$ cat src/rtl/rsa_pubkey_search.sv
// rsa_pubkey_search: walks odd exponents upward from e_init to the first e coprime to phi_n.
// Define RSA_KEYSEARCH_DINV_EN to also return d = e^-1 mod phi_n; otherwise d is tied to 0.
module rsa_pubkey_search #(
    parameter int WIDTH = 64,
    parameter int TRY_W = 16
) (
    input  logic             clk,
    input  logic             reset_n,
    input  logic             start_compute,
    input  logic [WIDTH-1:0] phi_n,
    input  logic [WIDTH-1:0] e_init,
    input  logic [TRY_W-1:0] max_tries,
    output logic [WIDTH-1:0] e,
    output logic [WIDTH-1:0] d,
    output logic             busy,
    output logic             done_compute,
    output logic             fail,
    output logic [TRY_W-1:0] tries
);
    typedef enum logic [2:0] {IDLE, LOAD, DIV, UPDATE, CHECK, NEXT, DONE} state_t;
    localparam int CW = $clog2(WIDTH);

    state_t state, state_nx;
    logic [WIDTH-1:0] cand, r0, r1, rem, dvd, cand_in, rem_nx;
    logic [WIDTH:0] rem_sh, cand_nx;
    logic [CW-1:0] cnt;
    logic q_bit, imm_fail, give_up, last_div;

    assign cand_in  = ((e_init | WIDTH'(1)) < WIDTH'(3)) ? WIDTH'(3) : (e_init | WIDTH'(1));
    assign imm_fail = (cand_in >= phi_n) || (phi_n < WIDTH'(4));
    assign rem_sh   = {rem, dvd[WIDTH-1]};
    assign q_bit    = rem_sh >= {1'b0, r1};
    assign rem_nx   = q_bit ? rem_sh[WIDTH-1:0] - r1 : rem_sh[WIDTH-1:0];
    assign last_div = cnt == CW'(WIDTH - 1);
    // carry out of the candidate increment counts as running past phi_n
    assign cand_nx  = {1'b0, cand} + (WIDTH+1)'(2);
    assign give_up  = ((max_tries != '0) && (tries + TRY_W'(1) == max_tries)) || (cand_nx >= {1'b0, phi_n});
    assign busy         = (state != IDLE) && (state != DONE);
    assign done_compute = state == DONE;

    always_ff @(posedge clk or negedge reset_n) begin
        if (!reset_n) state <= IDLE;
        else state <= state_nx;
    end

    always_comb begin
        state_nx = state;
        case (state)
            IDLE:    if (start_compute) state_nx = imm_fail ? DONE : LOAD;
            LOAD:    state_nx = DIV;
            DIV:     if (last_div) state_nx = UPDATE;
            UPDATE:  state_nx = (rem != '0) ? DIV : CHECK;
            CHECK:   state_nx = (r0 == WIDTH'(1)) ? DONE : NEXT;
            NEXT:    state_nx = give_up ? DONE : LOAD;
            DONE:    if (!start_compute) state_nx = IDLE;
            default: state_nx = IDLE;
        endcase
    end

    always_ff @(posedge clk or negedge reset_n) begin
        if (!reset_n) begin
            cand  <= '0;
            r0    <= '0;
            r1    <= '0;
            rem   <= '0;
            dvd   <= '0;
            cnt   <= '0;
            e     <= '0;
            tries <= '0;
            fail  <= 1'b0;
        end else begin
            case (state)
                IDLE: if (start_compute) begin
                    cand  <= cand_in;
                    e     <= '0;
                    tries <= '0;
                    fail  <= imm_fail;
                end
                LOAD: begin
                    r0  <= phi_n;
                    r1  <= cand;
                    dvd <= phi_n;
                    rem <= '0;
                    cnt <= '0;
                end
                DIV: begin
                    rem <= rem_nx;
                    dvd <= dvd << 1;
                    cnt <= cnt + 1'b1;
                end
                // the old divisor becomes the next dividend
                UPDATE: begin
                    r0  <= r1;
                    r1  <= rem;
                    dvd <= r1;
                    rem <= '0;
                    cnt <= '0;
                end
                CHECK: if (r0 == WIDTH'(1)) e <= cand;
                NEXT: begin
                    tries <= tries + TRY_W'(1);
                    cand  <= cand_nx[WIDTH-1:0];
                    if (give_up) begin
                        fail <= 1'b1;
                        e    <= cand;
                    end
                end
                DONE: if (!start_compute) fail <= 1'b0;
                default: ;
            endcase
        end
    end

`ifdef RSA_KEYSEARCH_DINV_EN
    logic signed [WIDTH:0] t0, t1, tacc;
    logic [CW-1:0] sh;

    assign sh = CW'(WIDTH - 1) - cnt;

    always_ff @(posedge clk or negedge reset_n) begin
        if (!reset_n) begin
            t0   <= '0;
            t1   <= '0;
            tacc <= '0;
            d    <= '0;
        end else begin
            case (state)
                IDLE: if (start_compute) d <= '0;
                LOAD: begin
                    t0   <= '0;
                    t1   <= (WIDTH+1)'(1);
                    tacc <= '0;
                end
                DIV: if (q_bit) tacc <= tacc - (t1 <<< sh);
                UPDATE: begin
                    t0   <= t1;
                    t1   <= tacc;
                    tacc <= t1;
                end
                CHECK: if (r0 == WIDTH'(1)) d <= t0[WIDTH] ? t0[WIDTH-1:0] + phi_n : t0[WIDTH-1:0];
                default: ;
            endcase
        end
    end
`else
    assign d = '0;
`endif
endmodule

$ cat config.mk
export PLATFORM = sky130hd
export DESIGN_NAME = rsa_pubkey_search
export DESIGN_NICKNAME = d
export VERILOG_FILES = /design/src/rtl/rsa_pubkey_search.sv
export SDC_FILE = /design/constraint.sdc
export NUM_CORES = 1
export LEC_CHECK = 0
export CAP_MARGIN = 20
export CORE_ASPECT_RATIO = 0.6
export CORE_MARGIN = 2
export CORE_UTILIZATION = 54
export CTS_BUF_LIST = sky130_fd_sc_hd__clkbuf_4
export CTS_CLUSTER_SIZE = 8
export DETAILED_ROUTE_END_ITERATION = 10
export GPL_TIMING_DRIVEN = 1
export HOLD_SLACK_MARGIN = 0.06
export PLACE_DENSITY = 0.74
export SYNTH_ARGS = -nofsm -noshare
export SYNTH_HDL_FRONTEND = slang
export SYNTH_SLANG_ARGS = --single-unit
$ cat constraint.sdc
create_clock -name clk -period 6.5 [get_ports clk]
set_input_delay 0.975 -clock clk [delete_from_list [all_inputs] [get_ports clk]]
set_output_delay 0.975 -clock clk [all_outputs]
set_load 0.01 [all_outputs]
==> out/metrics.cfg <==
[place]
hpwl_um = 75300
pre_cts_ws_ns = 0.352
io_buffers = 228
gp_congestion = 0.982

[worst_setup_path]
r2r-start = cand[1]
worstSetupStartpointType = flop
critPathMaxFanout = 11
worstSetupPathType = reg2reg
reg2reg_slack_ns = 0.36
worstPathRequired_ns = 7.23
cp.arrival_ns = 6.87
r2r-end = e[49]
cp-end-kind = flop
worstRegToRegCells = 25

[synth]
synth_flop_cell = dfrtp_1
synthTopCellsByCount = a21oi_1 (418), dfrtp_1 (410), nand2_1 (311)
yosysWarnings = 0
synth_seq_area_share_pct = 35.4
avgSynthCellArea_um2 = 8.34
ys_types = 84
synth_top_cell_by_area = dfrtp_1
synth_edf_count = 0
syn_area_mm2 = 0.0290
synth_most_common_cell = a21oi_1
synthCells = 3474
synth_area_leaders = dfrtp_1 (35%), ha_1 (8.4%), a21oi_1 (7.2%)
ys_ff_latch = 410
yosysTopAreaCellShare_pct = 35.4
synthArstFlopShare_pct = 100

[timing]
finalClockSkew_ns = 0.0853
fmax_mhz = 163
setup_tns_ns = 0
rsz0062_at_grt = false
fin_ws_ns = 0.357
setup_viol = 0
relSlewSlack_pct = 22.1
hold_violations = 0
worstMarginPinSlew_ns = 1.16
drv_slew = 0
fin_crit_sh_pct = 94.5
period_needed_ns = 6.14

[clocking]
root_buffer = clkbuf_4
htree_levels = 3
clock-sinks = 410
cts_buffers = 98
clkLatencyLatePin_ns = 0.92
cts_tree = yes
max-clock-path-buffers = 3
clk_pin_slew_ns = 0.06
hold_buffers = 0

[global_route]
antenna_found_initial = 3
grt_max_degree = 160
overflow = 0
grt_pass1_wl_um = 154000
grt_pass1_vias = 25635
track_usage_pct = 36.1

[drt]
vias = 27532
wl_um = 102000
via_per_inst = 6.36
drc_errors = 1
dr.pass1.iters = 11
ant_nets = 0
wl_per_cell_um = 23.5
drtIter0Drc = 3440

[floorplan]
core-area_mm2 = 0.0528
die_h_um = 183
num_rows = 65
boundaryPins = 294
initial_core_util_pct = 54.9
die_x_um = 303
dieArea_mm2 = 0.0556

[power]
peakVddDrop_v = 0.000291
p_leak_nw = 14.8
p_per_area_mw_per_mm2 = 492

[cells_and_area]
n_fill_cell = 4657
multiInputGateArea_mm2 = 0.0167
regArea_mm2 = 0.0103
syn_to_final_growth_pct = 11.7
layout-drive-gt1-share_pct = 6.26
nets = 3914

[min_path]
worstHoldPathType = in2async

[run]
cap_violations = 0

[run_status]
status = finished with violations
violations = design-rule violations

-- state kept, by name, summed over array words and instances (netlist names) --
| register | count |
|---|---|
| tries | 16 |
| state | 3 |
| rem | 64 |
| r1 | 64 |
| fail | 1 |
| cnt | 6 |
| dvd | 64 |
| e | 64 |
| r0 | 64 |
| cand | 64 |
-- cell usage in the layout (no fill, tap or decap), types with 69 or more instances in the layout --
master,synthesis,routed
o21ai_0,250,250
clkbuf_4,0,128
a21oi_1,418,418
inv_1,170,170
nor2_1,266,262
clkdlybuf4s50_1,0,227
nand2_1,311,309
dfrtp_1,410,407
xnor2_1,89,89
a21o_1,78,78
nand4_1,69,69
mux2i_1,140,140
a22o_1,74,74
ha_1,194,194
nor2b_1,74,73
nor4_1,80,79
-- what timing repair did --
| action | in CTS | in global routing |
|---|---|---|
| setup endpoints to repair | 0 | 64 |
| buffers inserted | 0 | 2 |
| gates resized for setup | 0 | 2 |
-- per-stage QoR --
| step | total power (W) | hold WS, ns | area (um2) | cells | util (%) |
|---|---|---|---|---|---|
| after floorplan | 0.0109 | 0.453 | 29200 | 3537 | - |
| after global placement | 0.0132 | 0.468 | 31100 | 4167 | 59.0 |
| after detailed placement | 0.0135 | 0.477 | 31100 | 4167 | 59.0 |
| after CTS | 0.0157 | 0.113 | 32200 | 4322 | 61.1 |
| after global routing | 0.0171 | 0.148 | 32400 | 4331 | 61.3 |
| final | 0.0159 | 0.110 | 32400 | 4331 | 61.3 |
-- layer usage --
metal,vias up,track usage [%],routed length [um]
li1,12428,-,-
met1,13281,52.3,43500
met2,1582,52.9,44000
met3,235,8.70,11100
met4,6,11.7,3210
met5,-,0,34
-- logic make-up after synthesis --
| family | after synthesis | share of synthesized area (%) |
|---|---|---|
| other | 1 | 0.0129 |
| flip-flops | 410 | 35.4 |
| AO/OA/AOI/OAI | 1067 | 22.1 |
| buffers and inverters | 504 | 7.94 |
| XOR/XNOR | 148 | 4.47 |
| AND/OR/NAND/NOR | 1009 | 16.7 |
| adder cells (fa/ha/maj) | 195 | 8.45 |
| multiplexers | 140 | 4.84 |
-- how the worst max path moves through the flow --
stage	start	to	slack [ns]	cells past startpoint
floorplan	cand[27]	e[55]	1.85	24
global placement	cand[1]	e[15]	0.47	24
detailed placement	cand[1]	e[9]	0.35	24
CTS	cand[1]	e[32]	0.25	24
global route	cand[1]	e[35]	0.03	25
finish	cand[1]	e[49]	0.36	25
-- worst max-delay path, cell delays in order (launching register included) --
cell,delay (ns)
dfrtp_1,0.48
ha_1,0.32
and3_1,0.21
and3_1,0.33
nand2_1,0.12
nor2_1,0.37
nand3_2,0.31
nor4_1,0.44
buf_4,0.19
and3_1,0.24
nand3_1,0.18
xnor2_1,0.19
ha_1,0.33
nand4_1,0.16
nor4_2,0.43
nand3_1,0.23
o2bb2ai_1,0.19
a211oi_1,0.09
o211a_1,0.17
o21ai_2,0.11
a31oi_4,0.10
nor2_4,0.21
a21oi_4,0.07
buf_12,0.17
buf_12,0.14
a22o_1,0.24
-- where the power goes --
group / switching, W / internal [W]
combinational: 0.00510 / 0.00359
clock: 0.00115 / 0.000953
sequential: 0.00149 / 0.00363
-- cell type report --
class / count / share of cell area [%]
inverter: 170 / 1.97
sequential: 410 / 31.7
multi-input combinational: 2623 / 51.7
tap: 703 / 2.72
clock buffer: 128 / 2.97
antenna: 1 / 0.00773
timing repair buffer: 269 / 8.38
clock inverter: 27 / 0.487
Power figures use the tool's default switching activity.
